===== src/rtl/dmem_arbiter.sv =====
// dmem_arbiter: two-requester arbiter in front of the single-port Data_mem.
//   Port A (cpu_*) is the CPU load/store path. Port B (dbg_*) is the
//   loader/inspector path. At most one access is issued per cycle, and grants
//   are combinational in the same cycle as the request. Read data (1-cycle
//   latency) is steered back to its owner by rvalid. Two mechanisms protect
//   the loader: a starvation counter forces a one-cycle dbg grant, and
//   prog_mode gives dbg exclusive ownership of the memory.
// Ports:
//   clock, rst_n                  clock, synchronous active-low reset
//   prog_mode                     loader-exclusive mode request
//   cpu_req/we/addr/wdata         CPU request (held until cpu_gnt)
//   cpu_gnt/stall/rvalid/rdata    CPU grant, stall, read response
//   dbg_req/we/addr/wdata         loader request (held until dbg_gnt)
//   dbg_gnt/rvalid/rdata          loader grant, read response
//   mem_en/we/addr/wdata          memory command
//   mem_rdata                     memory read data, valid the cycle after a read
module dmem_arbiter #(
  parameter int AW           = 14,
  parameter int DW           = 32,
  parameter int STARVE_LIMIT = 8
) (
  input  logic          clock,
  input  logic          rst_n,
  input  logic          prog_mode,
  input  logic          cpu_req,
  input  logic          cpu_we,
  input  logic [AW-1:0] cpu_addr,
  input  logic [DW-1:0] cpu_wdata,
  output logic          cpu_gnt,
  output logic          cpu_stall,
  output logic          cpu_rvalid,
  output logic [DW-1:0] cpu_rdata,
  input  logic          dbg_req,
  input  logic          dbg_we,
  input  logic [AW-1:0] dbg_addr,
  input  logic [DW-1:0] dbg_wdata,
  output logic          dbg_gnt,
  output logic          dbg_rvalid,
  output logic [DW-1:0] dbg_rdata,
  output logic          mem_en,
  output logic          mem_we,
  output logic [AW-1:0] mem_addr,
  output logic [DW-1:0] mem_wdata,
  input  logic [DW-1:0] mem_rdata
);

  localparam int CW = (STARVE_LIMIT < 1) ? 1 : $clog2(STARVE_LIMIT + 1);
  localparam logic [CW-1:0] LIM = CW'(STARVE_LIMIT);

  typedef enum logic [1:0] {NORM, DRAIN, PROG} state_e;

  state_e        state_q, state_d;
  logic [CW-1:0] starve_cnt_q, starve_cnt_d;
  logic          rd_pend_q, rd_pend_d;
  logic          rd_owner_q, rd_owner_d;   // 1 = dbg owns the in-flight read
  logic          force_dbg;

  always_comb begin
    state_d      = state_q;
    starve_cnt_d = '0;
    force_dbg    = 1'b0;
    cpu_gnt      = 1'b0;
    dbg_gnt      = 1'b0;
    case (state_q)
      NORM: begin
        // A prog_mode change wins over requests: nothing is granted while the
        // mode switches.
        if (prog_mode) begin
          state_d = rd_pend_q ? DRAIN : PROG;
        end else begin
          force_dbg = (STARVE_LIMIT != 0) && (starve_cnt_q == LIM);
          dbg_gnt   = dbg_req & (~cpu_req | force_dbg);
          cpu_gnt   = cpu_req & ~dbg_gnt;
          // Counter clears on the forced grant, so the force lasts one cycle.
          if (dbg_req && !dbg_gnt)
            starve_cnt_d = (starve_cnt_q == LIM) ? starve_cnt_q : starve_cnt_q + 1'b1;
        end
      end
      // Dead cycle while the last read response drains; no new grants.
      DRAIN: state_d = prog_mode ? PROG : NORM;
      PROG: begin
        if (!prog_mode) state_d = rd_pend_q ? DRAIN : NORM;
        else            dbg_gnt = dbg_req;
      end
      default: state_d = NORM;
    endcase
    if (!rst_n) begin
      cpu_gnt = 1'b0;
      dbg_gnt = 1'b0;
    end
  end

  assign cpu_stall  = cpu_req & ~cpu_gnt;

  // With no grant the CPU port drives addr/wdata; only mem_en/mem_we gate.
  assign mem_en     = cpu_gnt | dbg_gnt;
  assign mem_we     = dbg_gnt ? dbg_we    : (cpu_gnt & cpu_we);
  assign mem_addr   = dbg_gnt ? dbg_addr  : cpu_addr;
  assign mem_wdata  = dbg_gnt ? dbg_wdata : cpu_wdata;

  assign rd_pend_d  = mem_en & ~mem_we;
  assign rd_owner_d = dbg_gnt;

  assign cpu_rvalid = rst_n & rd_pend_q & ~rd_owner_q;
  assign dbg_rvalid = rst_n & rd_pend_q &  rd_owner_q;
  assign cpu_rdata  = mem_rdata;
  assign dbg_rdata  = mem_rdata;

  always_ff @(posedge clock) begin
    if (!rst_n) begin
      state_q      <= NORM;
      starve_cnt_q <= '0;
      rd_pend_q    <= 1'b0;
      rd_owner_q   <= 1'b0;
    end else begin
      state_q      <= state_d;
      starve_cnt_q <= starve_cnt_d;
      rd_pend_q    <= rd_pend_d;
      rd_owner_q   <= rd_owner_d;
    end
  end

endmodule

===== config.mk =====
export PLATFORM = sky130hd
export DESIGN_NAME = dmem_arbiter
export DESIGN_NICKNAME = d
export VERILOG_FILES = /design/src/rtl/dmem_arbiter.sv
export SDC_FILE = /design/constraint.sdc
export NUM_CORES = 1
export LEC_CHECK = 0
export CAP_MARGIN = 20
export CORE_AREA = 2 2 95 97
export CTS_CLUSTER_DIAMETER = 30
export DETAILED_ROUTE_END_ITERATION = 12
export DIE_AREA = 0 0 97 99
export PLACE_DENSITY = 0.79
export SLEW_MARGIN = 5
export SYNTH_ARGS = -nofsm -noshare
export SYNTH_HDL_FRONTEND = slang
export SYNTH_SLANG_ARGS = --single-unit

===== constraint.sdc =====
create_clock -name clock -period 3.5 [get_ports clock]
set_input_delay 0.35 -clock clock [delete_from_list [all_inputs] [get_ports clock]]
set_output_delay 0.35 -clock clock [all_outputs]
set_load 0.01 [all_outputs]

# After elaboration in Yosys (flattened, before gate mapping)
# Index checks and enable logic that the tools add are counted.
# Widths: inputs -> output; s select.
# word_totals
regBits,8
out_inout_bits,117
elab_cells,49
# classes
addsub,1
eq_ne,5
muxes,16
n_bitwise,18
reduce_logical,5
# op_table
cell,count
$mux 32,1
$mux 14,1
$and 1x1->1,8
$mux 1,8
$mux 2,4
$not 1->1,8
$pmux 2 s3,1
$add 4x1->4 const B,1
$eq 4x4->1 const B,1
$ne 2x2->1 const B,2
$reduce_or 4->1,1
$eq 2x1->1 const B,1
$eq 2x2->1 const B,1
$logic_not 2->1,1
$or 1x1->1,2
$pmux 1 s2,1
$reduce_and 2->1,1
$logic_and 1x1->1,1
$logic_not 1->1,1

# Logic depth before layout (Yosys ltp)
# logic_depth
depth_word,12
depth_mapped,8
depth_no_buf,6

# Worst setup path after synthesis
# No wires, ideal clock.
# synth_timing
path_kind,reg-to-output
start,reg starve_cnt_q[0]
end,out mem_wdata[24]
arrival_ps,1585
t_required_ps,3150
setup_slack_ps,1565
path_stages_with_launch,9
n_path_buf,2
cell_sequence,dfxtp_1 -> inv_1 -> ha_1 -> nand3b_4 -> a21boi_1 -> a21oi_2 -> buf_6 -> buf_6 -> mux2_4
# synth_via
elab_chain_len,7
# synth_lines
element,line,text
start: declaration,53,"logic [CW-1:0] starve_cnt_q, starve_cnt_d;"
start signal: assignment,117,starve_cnt_q <= starve_cnt_d;
$eq 4x4->1,71,force_dbg = (STARVE_LIMIT != 0) && (starve_cnt_q == LIM);
$or 1x1->1,72,dbg_gnt = dbg_req & (~cpu_req | force_dbg);
$and 1x1->1,72,
$mux 1,68,if (prog_mode) begin
$pmux 1 s2,64,case (state_q)
$mux 1,87,if (!rst_n) begin
$mux 32,99,assign mem_wdata = dbg_gnt ? dbg_wdata : cpu_wdata;
end: declaration,43,"output logic [DW-1:0] mem_wdata,"
# Every way passes these cells.

# Worst setup path in the final report
# layout_timing
start,in cpu_req
end,out mem_addr[5]
# layout_via
elab_chain_len,7
# layout_lines
element,line,text
start: declaration,25,"input logic cpu_req,"
$not 1->1,72,
$or 1x1->1,72,
$and 1x1->1,72,
$mux 1,68,
$pmux 1 s2,64,
$mux 1,87,
$mux 14,98,assign mem_addr = dbg_gnt ? dbg_addr : cpu_addr;
end: declaration,42,"output logic [AW-1:0] mem_addr,"
# Every way passes these cells.

==> flow_metrics.tcl <==
set metrics [dict create \
    run_status "complete, no violations" \
    final_min_period_over_clock_period_pct 83.60 \
    peakVddDrop_v 0.00005580 \
    clk_root_buffer_cell "sky130_fd_sc_hd__clkbuf_8" \
    synth_top_cell_by_area "sky130_fd_sc_hd__buf_4" \
    post_route_cells_drive_above_1_share_pct 23.11 \
    drt-wirelength-per-cell_um 14.23 \
    htree_levels 1 \
    insertion_delay_ns 0.24 \
    cts_buffer_depth 2 \
    worst_endpoint_data_arrival_time_ns 2.58 \
    crit_type "input pin to output port" \
    fraction_of_post_synthesis_cell_area_in_the_top_cell_type_by_area_pct 31.92 \
    remaining_drc_errors 0 \
    die_h_um 99 \
    finalHoldViolations 0 \
    fin_nets 386 \
    areaGrowthSynthToFinish_pct 79.22 \
    row_count 34 \
    syn_avg_cell_area_um2 9.178 \
    power_density_nw_per_um2 187.2 \
    synth.cells.most_frequent "sky130_fd_sc_hd__buf_4 (64), sky130_fd_sc_hd__mux2_2 (39), sky130_fd_sc_hd__dfxtp_1 (8)" \
    dp.final_hpwl_um 4404 \
    setup-violations-final 0 \
    ctsHoldBuffers 0 \
    worstSetupEndpointType "output port" \
    io-pin-count 248 \
    globalRoute.totalOverflow 0 \
    groute.usage.overall_pct 9.801 \
    floorplan.die.width_um 97 \
    layout.area.seq_um2 160.2 \
    cp_data_required_time_ns 3.15 \
    vias 1421 \
    post-place-ws_ns 0.5992 \
    ys.flop_type "sky130_fd_sc_hd__dfxtp_1" \
    reg2reg_from "starve_cnt_q[0]" \
    rsz0062_at_grt "no" \
    core-area_um2 8551 \
    postCtsSetupRepairBufs 0 \
    routed_wl_um 5110 \
    final-max-slew-violation-count 0 \
    fillCellCount 868 \
    numPortBuffers 151 \
    fin_skew_ns 0.001637 \
    netlist_instances 164 \
    most_numerous_cell_in_the_yosys_netlist "sky130_fd_sc_hd__buf_4" \
    die_area_um2 9603 \
    cts_inserted_buffers 3 \
    diodes 0 \
    ys_warn_count 0 \
    drt_iter0_drc 19 \
    cts_tree "built" \
    firstDrtPassIters 4 \
    post_drt_via_cell_ratio 3.958 \
    mappedNetlistArea_um2 1505 \
    crit_path_start "cpu_req" \
    antenna_found_initial 0 \
    ant_nets 0 \
    floorplan.initialDensity_pct 17.60 \
    setup_ws_ns 0.5740 \
    clock_sinks 8 \
    largest_net_degree_at_the_start_of_global_routing 31 \
    synth.ff_latch_count 8 \
    hold_class "flip-flop to flip-flop" \
    timing.reg2reg.setup_slack_ns 1.87 \
    finish.utilization_pct 31.55 \
    ys_types 28 \
    fmax_ghz 0.3418 \
    timing.rr.end "rd_owner_q" \
    syn_nets 297 \
    path_max_fanout 30 \
    static-leakage-power_nw 1.033 \
    grt_pass1_vias 1531 \
    synth-edff-count 0 \
    maxCapViolCount 0 \
    finalPower_w 0.0005050 \
    global_route_wire_length_before_repair_um 7569 \
    timing.critical_path.to "mem_addr[5]" \
    startpoint_type "input pin" \
    globalplace.congestion 0.8373 \
    synth-seq-area-share_pct 10.64 \
    multi_input_area_um2 812.0 \
    cts.repair.resized 0 \
    period_needed_ns 2.926 \
    timing_worst_slew_pin_value_ns 0.4000 \
    synth.area.top_cells "sky130_fd_sc_hd__buf_4 (32%), sky130_fd_sc_hd__mux2_2 (29%), sky130_fd_sc_hd__dfxtp_1 (11%)" \
    max-slew-margin-rel_pct 73.34 \
    async_reset_ff_share_pct 0 \
    setup-tns-final_ns 0 \
    worst_r2r_path_depth 7 \
    clk_pin_slew_worst_paths_ns 0.04 \
]
-- placed cells by master, fill, tap and decap left out, drive strengths merged --
master         instances
a211oi                 1
a21bo                  1
a21boi                 2
a21oi                  2
and3                   3
buf                    2
clkbuf                 3
clkdlybuf4s50        151
dfxtp                  8
ha                     2
inv                    6
mux2                  46
nand2                  2
nand2b                 1
nand3                  2
nand3b                 1
nand4                  2
nor2                   7
nor3                   1
nor3b                  2
o21ai                  3
xnor2                  2
xor2                   1
-- area by class of cell --
| class | instances | share of cell area, % |
|---|---|---|
| sequential | 8 | 5.937 |
| inverter | 6 | 0.8349 |
| tap | 108 | 5.009 |
| timing repair buffer | 153 | 56.59 |
| clock buffer | 3 | 1.531 |
| multi-input combinational | 81 | 30.10 |
-- power breakdown --
| part | switching, W | internal (W) |
|---|---|---|
| logic | 0.0000877 | 0.000207 |
| clock network | 0.0000384 | 0.0000746 |
| registers | 0.00000308 | 0.0000943 |
| total | 0.000129 | 0.000376 |
-- registers in the layout, summed over array words and instances, names as in the netlist --
| register | count |
|---|---|
| state_q | 2 |
| starve_cnt_q | 4 |
| rd_pend_q | 1 |
| rd_owner_q | 1 |
-- how the worst min path moves through the flow --
stage / startpoint / to / slack [ns] / cells after the start
after floorplan: starve_cnt_q[0] / starve_cnt_q[0] / 0.43 / 1
after global placement: starve_cnt_q[0] / starve_cnt_q[0] / 0.44 / 1
after detailed placement: starve_cnt_q[0] / starve_cnt_q[0] / 0.45 / 1
after CTS: starve_cnt_q[0] / starve_cnt_q[0] / 0.46 / 1
after global routing: starve_cnt_q[0] / starve_cnt_q[0] / 0.47 / 1
final: starve_cnt_q[0] / starve_cnt_q[0] / 0.46 / 1
-- layer usage --
| metal | up-vias | global-route usage, % | wire length [um] | part of all wire, % |
|---|---|---|---|---|
| li1 | 663 | - | - | - |
| met1 | 633 | 9.300 | 1719 | 34 |
| met2 | 109 | 18.48 | 2705 | 53 |
| met3 | 16 | 3.830 | 571 | 11 |
| met4 | 0 | 4.659 | 114 | 2.2 |
| met5 | - | 0 | 0 | 0 |
-- cells by family (layout without fill, tap and decap cells) --
group | Yosys count | count (layout) | share of synthesized area [%]
AND/OR/NAND/NOR | 21 | 21 | 9.809
AO/OA/AOI/OAI | 9 | 9 | 4.073
flip-flops | 8 | 8 | 10.64
adder cells (fa/ha/maj) | 2 | 2 | 1.662
XOR/XNOR | 3 | 3 | 1.746
multiplexers | 46 | 46 | 36.16
buffers and inverters | 75 | 162 | 35.91
-- critical path: stages --
cell and delay, ns:
sky130_fd_sc_hd__clkdlybuf4s50_1 0.59, sky130_fd_sc_hd__a21boi_1 0.18, sky130_fd_sc_hd__a21oi_4 0.18, sky130_fd_sc_hd__buf_4 0.37, sky130_fd_sc_hd__mux2_2 0.39, sky130_fd_sc_hd__clkdlybuf4s50_1 0.49
-- metrics by stage --
step / instances / instance area, um2 / hold slack, ns
floorplan: 164 / 1505 / 0.4297
global placement: 356 / 2656 / 0.4443
detailed placement: 356 / 2656 / 0.4492
CTS: 359 / 2698 / 0.4580
global route: 359 / 2698 / 0.4698
finish: 359 / 2698 / 0.4570
(Power assumes the default switching activity.)
